### src/rtl/bit_slice.sv
// -----------------------------------------------------------------------------
// bit_slice
//
// Purpose:
//   One-bit ALU slice for the multi-cycle CPU datapath. It computes AND, NAND,
//   OR, NOR and XOR of the raw operand bits, and one full-adder sum and
//   carry-out. ADD, SUB and SLT all use that same sum. Every result is
//   registered, so the latency from inputs to outputs is exactly one clock.
//   Thirty-two of these slices are chained through cin/cout by the enclosing
//   ALU.
//
// Ports:
//   clk    in   rising-edge clock
//   reset  in   asynchronous, active-high; clears every output flop to 0
//   A, B   in   operand bits
//   cin    in   carry from the next-lower slice (or the LSB carry source)
//   ctl1   in   carry enable (1 passes cin into the adder)
//   ctl2   in   B invert for the adder (1 selects ~B)
//   oAnd, oNand, oOr, oNor, oXor   out  registered logic results of raw A/B
//   oAdd, oSub, oSLT               out  registered adder sum (identical values)
//   cout                           out  registered adder carry-out
//   oOvf                           out  registered ce ^ co (only with macro)
//
// Configuration:
//   BITSLICE_OVF_EN  when defined, adds the oOvf output and its flop.
// -----------------------------------------------------------------------------
module bit_slice (
    input  logic clk,
    input  logic reset,
    input  logic A,
    input  logic B,
    input  logic cin,
    input  logic ctl1,
    input  logic ctl2,
    output logic oAnd,
    output logic oNand,
    output logic oOr,
    output logic oNor,
    output logic oXor,
    output logic oAdd,
    output logic oSub,
    output logic oSLT,
    output logic cout
`ifdef BITSLICE_OVF_EN
    ,
    output logic oOvf
`endif
);

    // Adder operands
    logic bx;       // B after the optional inversion
    logic ce;       // carry actually admitted into the adder
    logic sum;
    logic carry;

    // Next-state values
    logic and_d,  nand_d, or_d,  nor_d, xor_d;
    logic sum_d,  cout_d;

    // Registered state
    logic and_q,  nand_q, or_q,  nor_q, xor_q;
    logic sum_q,  cout_q;

    always_comb begin
        bx    = B ^ ctl2;
        ce    = cin & ctl1;
        sum   = A ^ bx ^ ce;
        carry = (A & bx) | (A & ce) | (bx & ce);

        // The logic results use the raw operands; ctl1/ctl2/cin never affect them.
        and_d  = A & B;
        nand_d = ~(A & B);
        or_d   = A | B;
        nor_d  = ~(A | B);
        xor_d  = A ^ B;
        sum_d  = sum;
        cout_d = carry;
    end

    // Reset forces every flop to 0, including NAND/NOR, whose logic value
    // for A=B=0 would be 1.
    always_ff @(posedge clk or posedge reset) begin
        if (reset) begin
            and_q  <= 1'b0;
            nand_q <= 1'b0;
            or_q   <= 1'b0;
            nor_q  <= 1'b0;
            xor_q  <= 1'b0;
            sum_q  <= 1'b0;
            cout_q <= 1'b0;
        end else begin
            and_q  <= and_d;
            nand_q <= nand_d;
            or_q   <= or_d;
            nor_q  <= nor_d;
            xor_q  <= xor_d;
            sum_q  <= sum_d;
            cout_q <= cout_d;
        end
    end

    assign oAnd  = and_q;
    assign oNand = nand_q;
    assign oOr   = or_q;
    assign oNor  = nor_q;
    assign oXor  = xor_q;
    // ADD, SUB and SLT share one sum flop. The MSB slice's sum is the SLT sign.
    assign oAdd  = sum_q;
    assign oSub  = sum_q;
    assign oSLT  = sum_q;
    assign cout  = cout_q;

`ifdef BITSLICE_OVF_EN
    // Carry-in XOR carry-out of this slice. On the MSB slice this is the
    // signed overflow flag.
    logic ovf_d;
    logic ovf_q;

    always_comb begin
        ovf_d = ce ^ carry;
    end

    always_ff @(posedge clk or posedge reset) begin
        if (reset) begin
            ovf_q <= 1'b0;
        end else begin
            ovf_q <= ovf_d;
        end
    end

    assign oOvf = ovf_q;
`endif

endmodule

### config.mk
export PLATFORM = sky130hd
export DESIGN_NAME = bit_slice
export DESIGN_NICKNAME = d
export VERILOG_FILES = /design/src/rtl/bit_slice.sv
export SDC_FILE = /design/constraint.sdc
export NUM_CORES = 1
export LEC_CHECK = 0
export ABC_AREA = 0
export BUFFER_PORTS_ARGS = -buffer_cell sky130_fd_sc_hd__clkbuf_2
export CORE_AREA = 2 2 39 41
export CTS_CLUSTER_DIAMETER = 150
export CTS_CLUSTER_SIZE = 10
export DETAILED_ROUTE_END_ITERATION = 8
export DIE_AREA = 0 0 41 43
export GPL_ROUTABILITY_DRIVEN = 0
export GPL_TIMING_DRIVEN = 0
export PLACE_DENSITY = 0.42
export SYNTH_ARGS = -nofsm -noshare
export SYNTH_HDL_FRONTEND = slang
export SYNTH_SLANG_ARGS = --single-unit
### constraint.sdc
create_clock -name clk -period 0.8 [get_ports clk]
set_input_delay 0.16 -clock clk [delete_from_list [all_inputs] [get_ports clk]]
set_output_delay 0.16 -clock clk [all_outputs]
set_load 0.01 [all_outputs]
==> flow_summary.html <==
<table>
<tr><th>Metric</th><th>Value</th></tr>
<tr><th colspan="2">Synthesis</th></tr>
<tr><td>Top-area cell type share of the netlist area</td><td>0.651</td></tr>
<tr><td>Post-synthesis xor/xnor area fraction</td><td>0.0326</td></tr>
<tr><td>Proportion of synthesized area in mux cells</td><td>0</td></tr>
<tr><td>Number of warning messages in the yosys log</td><td>0</td></tr>
<tr><td>Combinational family with the most area after synthesis</td><td>adder cells</td></tr>
<tr><td>Mean instance size in the synthesized netlist</td><td>~14 um2</td></tr>
<tr><td>Synth area leader</td><td>sky130_fd_sc_hd__dfrtp_1</td></tr>
<tr><td>Complex-gate fraction of the synthesized area</td><td>0</td></tr>
<tr><td>Synthesized netlist net count</td><td>29</td></tr>
<tr><td>Number of storage elements in the synthesis netlist</td><td>7</td></tr>
<tr><td>Post-synth cell types</td><td>7</td></tr>
<tr><td>Synthesized instance count</td><td>19</td></tr>
<tr><td>Top cells by area, synth</td><td>sky130_fd_sc_hd__dfrtp_1, sky130_fd_sc_hd__ha_1, sky130_fd_sc_hd__fa_1</td></tr>
<tr><td>Post-synthesis sequential area ratio</td><td>0.651</td></tr>
<tr><td>Share of synthesized cell area in and, or, nand and nor gates</td><td>0.0233</td></tr>
<tr><td>Netlist area before placement</td><td>269 um2</td></tr>
<tr><td>Post-Synth Adder-Cell Area</td><td>0.167</td></tr>
<tr><th colspan="2">Finish</th></tr>
<tr><td>Final antenna diode count</td><td>0</td></tr>
<tr><td>Total number of nets in the final design</td><td>50</td></tr>
<tr><td>Synth-to-Final Area Change</td><td>56.3%</td></tr>
<tr><td>Final Core Density</td><td>0.304</td></tr>
<tr><td>Most common cell after layout, fill and taps aside</td><td>sky130_fd_sc_hd__clkbuf_2</td></tr>
<tr><td>Share of post-route cells with drive strength above 1</td><td>0.538</td></tr>
<tr><td>Post-Layout Inst Area</td><td>420 um2</td></tr>
<tr><td>Highest-count cells in the layout ignoring fill and taps</td><td>sky130_fd_sc_hd__clkbuf_2, sky130_fd_sc_hd__dfrtp_1, sky130_fd_sc_hd__inv_1, sky130_fd_sc_hd__clkbuf_4</td></tr>
<tr><td>Fin cells</td><td>between 50 and 60</td></tr>
<tr><td># fillers</td><td>156</td></tr>
<tr><th colspan="2">Clocking</th></tr>
<tr><td>Maximum level of the CTS H-tree</td><td>1</td></tr>
<tr><td>Maximum buffer depth of the clock tree</td><td>2</td></tr>
<tr><td>Clock Tree Root</td><td>sky130_fd_sc_hd__clkbuf_4</td></tr>
<tr><td>Setup repair bufs after CTS</td><td>0</td></tr>
<tr><td>Number of clock sinks</td><td>7</td></tr>
<tr><td>TritonCTS clock tree</td><td>yes</td></tr>
<tr><td>Reg clk slew, reported paths</td><td>0.05 ns</td></tr>
<tr><td>Cts bufs inserted</td><td>3</td></tr>
<tr><th colspan="2">Floorplan</th></tr>
<tr><td># IOs</td><td>16</td></tr>
<tr><td>Floorplan die width</td><td>41 um</td></tr>
<tr><td>Die height</td><td>about 43 um</td></tr>
<tr><td>Full die area</td><td>1760 um2</td></tr>
<tr><td>Core Area</td><td>1380 um2</td></tr>
<tr><td>Starting utilization of the core area</td><td>0.194</td></tr>
<tr><td>Core Rows</td><td>14</td></tr>
<tr><th colspan="2">Run status</th></tr>
<tr><td>Result of the run</td><td>finished with violations</td></tr>
<tr><td>Violated checks</td><td>negative setup slack</td></tr>
<tr><th colspan="2">Min path</th></tr>
<tr><td>Classification of the worst-slack hold path</td><td>input pin to flip-flop</td></tr>
<tr><td>Hold Path Cell Cnt</td><td>3</td></tr>
<tr><td>Worst Hold Launch</td><td>B</td></tr>
<tr><td>Endpoint with the worst hold slack</td><td>oXor</td></tr>
<tr><th colspan="2">STA</th></tr>
<tr><td>Top achievable clock speed</td><td>approximately 0.97 GHz</td></tr>
<tr><td>Worst hold-check slack</td><td>0.241 ns</td></tr>
<tr><td>Number of max-slew violations in the final report</td><td>0</td></tr>
<tr><td>Fraction of the cycle the final worst path needs</td><td>1.29</td></tr>
<tr><td>Shortest period the worst path allows</td><td>1.03 ns</td></tr>
<tr><td>Number of failing setup endpoints in the final timing report</td><td>9</td></tr>
<tr><td>Hold Fails Final Rpt</td><td>0</td></tr>
<tr><td>Transition time at the pin with the least slew margin</td><td>0.246 ns</td></tr>
<tr><td>Post-route worst setup slack</td><td>-0.230 ns</td></tr>
<tr><td>Relative slew margins</td><td>0.836</td></tr>
<tr><td>Sum of negative setup slack</td><td>-1.05 ns</td></tr>
<tr><td>RSZ-0062 raised after global routing</td><td>true</td></tr>
<tr><th colspan="2">GRT</th></tr>
<tr><td>GR Overflow Total</td><td>0</td></tr>
<tr><td>Maximum number of pins on one net before global-route repair</td><td>8</td></tr>
<tr><td>First-pass GRT wire length</td><td>roughly 700 um</td></tr>
<tr><td>Global routing usage summed across all routing layers</td><td>0.0692</td></tr>
<tr><td>Antenna violations before repair</td><td>0</td></tr>
<tr><td>Vias in the first global route</td><td>around 190</td></tr>
<tr><th colspan="2">Pwr</th></tr>
<tr><td>Total power consumption of the routed design</td><td>between 0.8 and 0.9 mW</td></tr>
<tr><td>Power density cells</td><td>2140 nW/um2</td></tr>
<tr><td>Highest ir drop seen on vdd</td><td>0.000546 V</td></tr>
<tr><td>Total leakage power</td><td>0.230 nW</td></tr>
<tr><th colspan="2">Critical path</th></tr>
<tr><td>CP required</td><td>0.64 ns</td></tr>
<tr><td>Slowest stage delay, CP</td><td>roughly 0.38 ns</td></tr>
<tr><td>Category of the critical setup timing path</td><td>flip-flop to output port</td></tr>
<tr><td>Critical path cell sequence</td><td>buf_4 &gt; buf_6</td></tr>
<tr><td>CP max FO</td><td>3</td></tr>
<tr><td>Worst path arrival time</td><td>around 0.87 ns</td></tr>
<tr><td>Launching element of the worst setup path</td><td>oAdd</td></tr>
<tr><td>Startpoint types</td><td>flip-flop</td></tr>
<tr><td>Crit path capture type</td><td>output port</td></tr>
<tr><td>Critical-path cell with the highest stage delay</td><td>sky130_fd_sc_hd__dfrtp_1</td></tr>
<tr><th colspan="2">Place</th></tr>
<tr><td>DP HPWL</td><td>402 um</td></tr>
<tr><td>Number of instances in the placed design</td><td>50</td></tr>
<tr><td>Port-buffer cells</td><td>15</td></tr>
<tr><td>Post-place instance area</td><td>372 um2</td></tr>
<tr><td>Post-Place Setup Slack</td><td>-0.255 ns</td></tr>
<tr><th colspan="2">Drt</th></tr>
<tr><td>DR pass1 iterations</td><td>2</td></tr>
<tr><td>Initial drt markers</td><td>2</td></tr>
<tr><td>Post-detailed-routing wire length</td><td>446 um</td></tr>
<tr><td>Post-detailed-route DRC marker count</td><td>0</td></tr>
<tr><td>Average vias per placed instance</td><td>3.38</td></tr>
<tr><td>Total via count after detailed routing</td><td>186</td></tr>
<tr><td>Detailed-route wire length per cell</td><td>around 8 um</td></tr>
<tr><td>Remaining antenna violation count after routing</td><td>0</td></tr>
<tr><th colspan="2">Run</th></tr>
<tr><td>Number of maximum-capacitance violations</td><td>0</td></tr>
</table>
==> logic make-up (layout without fill, tap and decap cells) <==
logic type	Yosys count	count (layout)
AND/OR/NAND/NOR	1	1
XOR/XNOR	1	1
buffers and inverters	7	27
adder cells (fa/ha/maj)	3	3
flip-flops	7	7
==> sequential cells by signal, indices dropped and copies added (netlist names) <==
name / flops
oNor: 1
oAnd: 1
oOr: 1
oNand: 1
cout: 1
oXor: 1
oAdd: 1
==> what timing repair did <==
item / in CTS / in global routing
hold buffers: 1 / 0
endpoints found under the setup margin: 9 / 9
endpoints found under the hold margin: 7 / 0
gates resized for setup: 0 / 6
==> worst max-delay path by stage <==
| stage | endpoint | slack, ns | cells after the start |
|---|---|---|---|
| 6_report | oSLT | -0.23 | 2 |
| 5_1_grt | oSLT | -0.27 | 2 |
| 4_1_cts | oSLT | -0.26 | 2 |
| 3_5_place_dp | oAdd | -0.26 | 3 |
| 3_3_place_gp | oAdd | -0.21 | 3 |
| 2_1_floorplan | oAdd | -0.09 | 2 |
==> cell type report <==
cell class	instances	area, um2	area share
Sequential cell	7	175	0.417
Multi-Input combinational cell	5	67.6	0.161
Buffer	2	15.0	0.0357
Clock buffer	4	26.3	0.0625
Timing Repair Buffer	16	97.6	0.232
Inverter	5	18.8	0.0446
Tap cell	16	20.0	0.0476
==> report_power, final <==
part	switching [mW]	internal, mW	leakage [nW]
Clock	0.116	0.189	0.0150
Sequential	0.0113	0.386	0.0819
Combinational	0.0856	0.111	0.134
Total	0.213	0.686	0.230
==> worst max-delay path: cells and delay by family (launching register included) <==
kind | cells | cell delay (ns)
buf+inv | 2 | 0.25
flops | 1 | 0.38
==> routing by layer <==
layer	share of wire	GRT usage	up-vias
met4	0	0.100	0
met5	0	0	-
li1	-	-	89
met1	0.29	0.0638	88
met3	0.090	0.0314	0
met2	0.61	0.0875	9
==> cells in the mapped netlist <==
master,number
sky130_fd_sc_hd__and2_1,1
sky130_fd_sc_hd__buf_4,2
sky130_fd_sc_hd__xor2_1,1
sky130_fd_sc_hd__dfrtp_1,7
sky130_fd_sc_hd__inv_1,5
sky130_fd_sc_hd__ha_1,2
sky130_fd_sc_hd__fa_1,1
(Power assumes the default switching activity.)
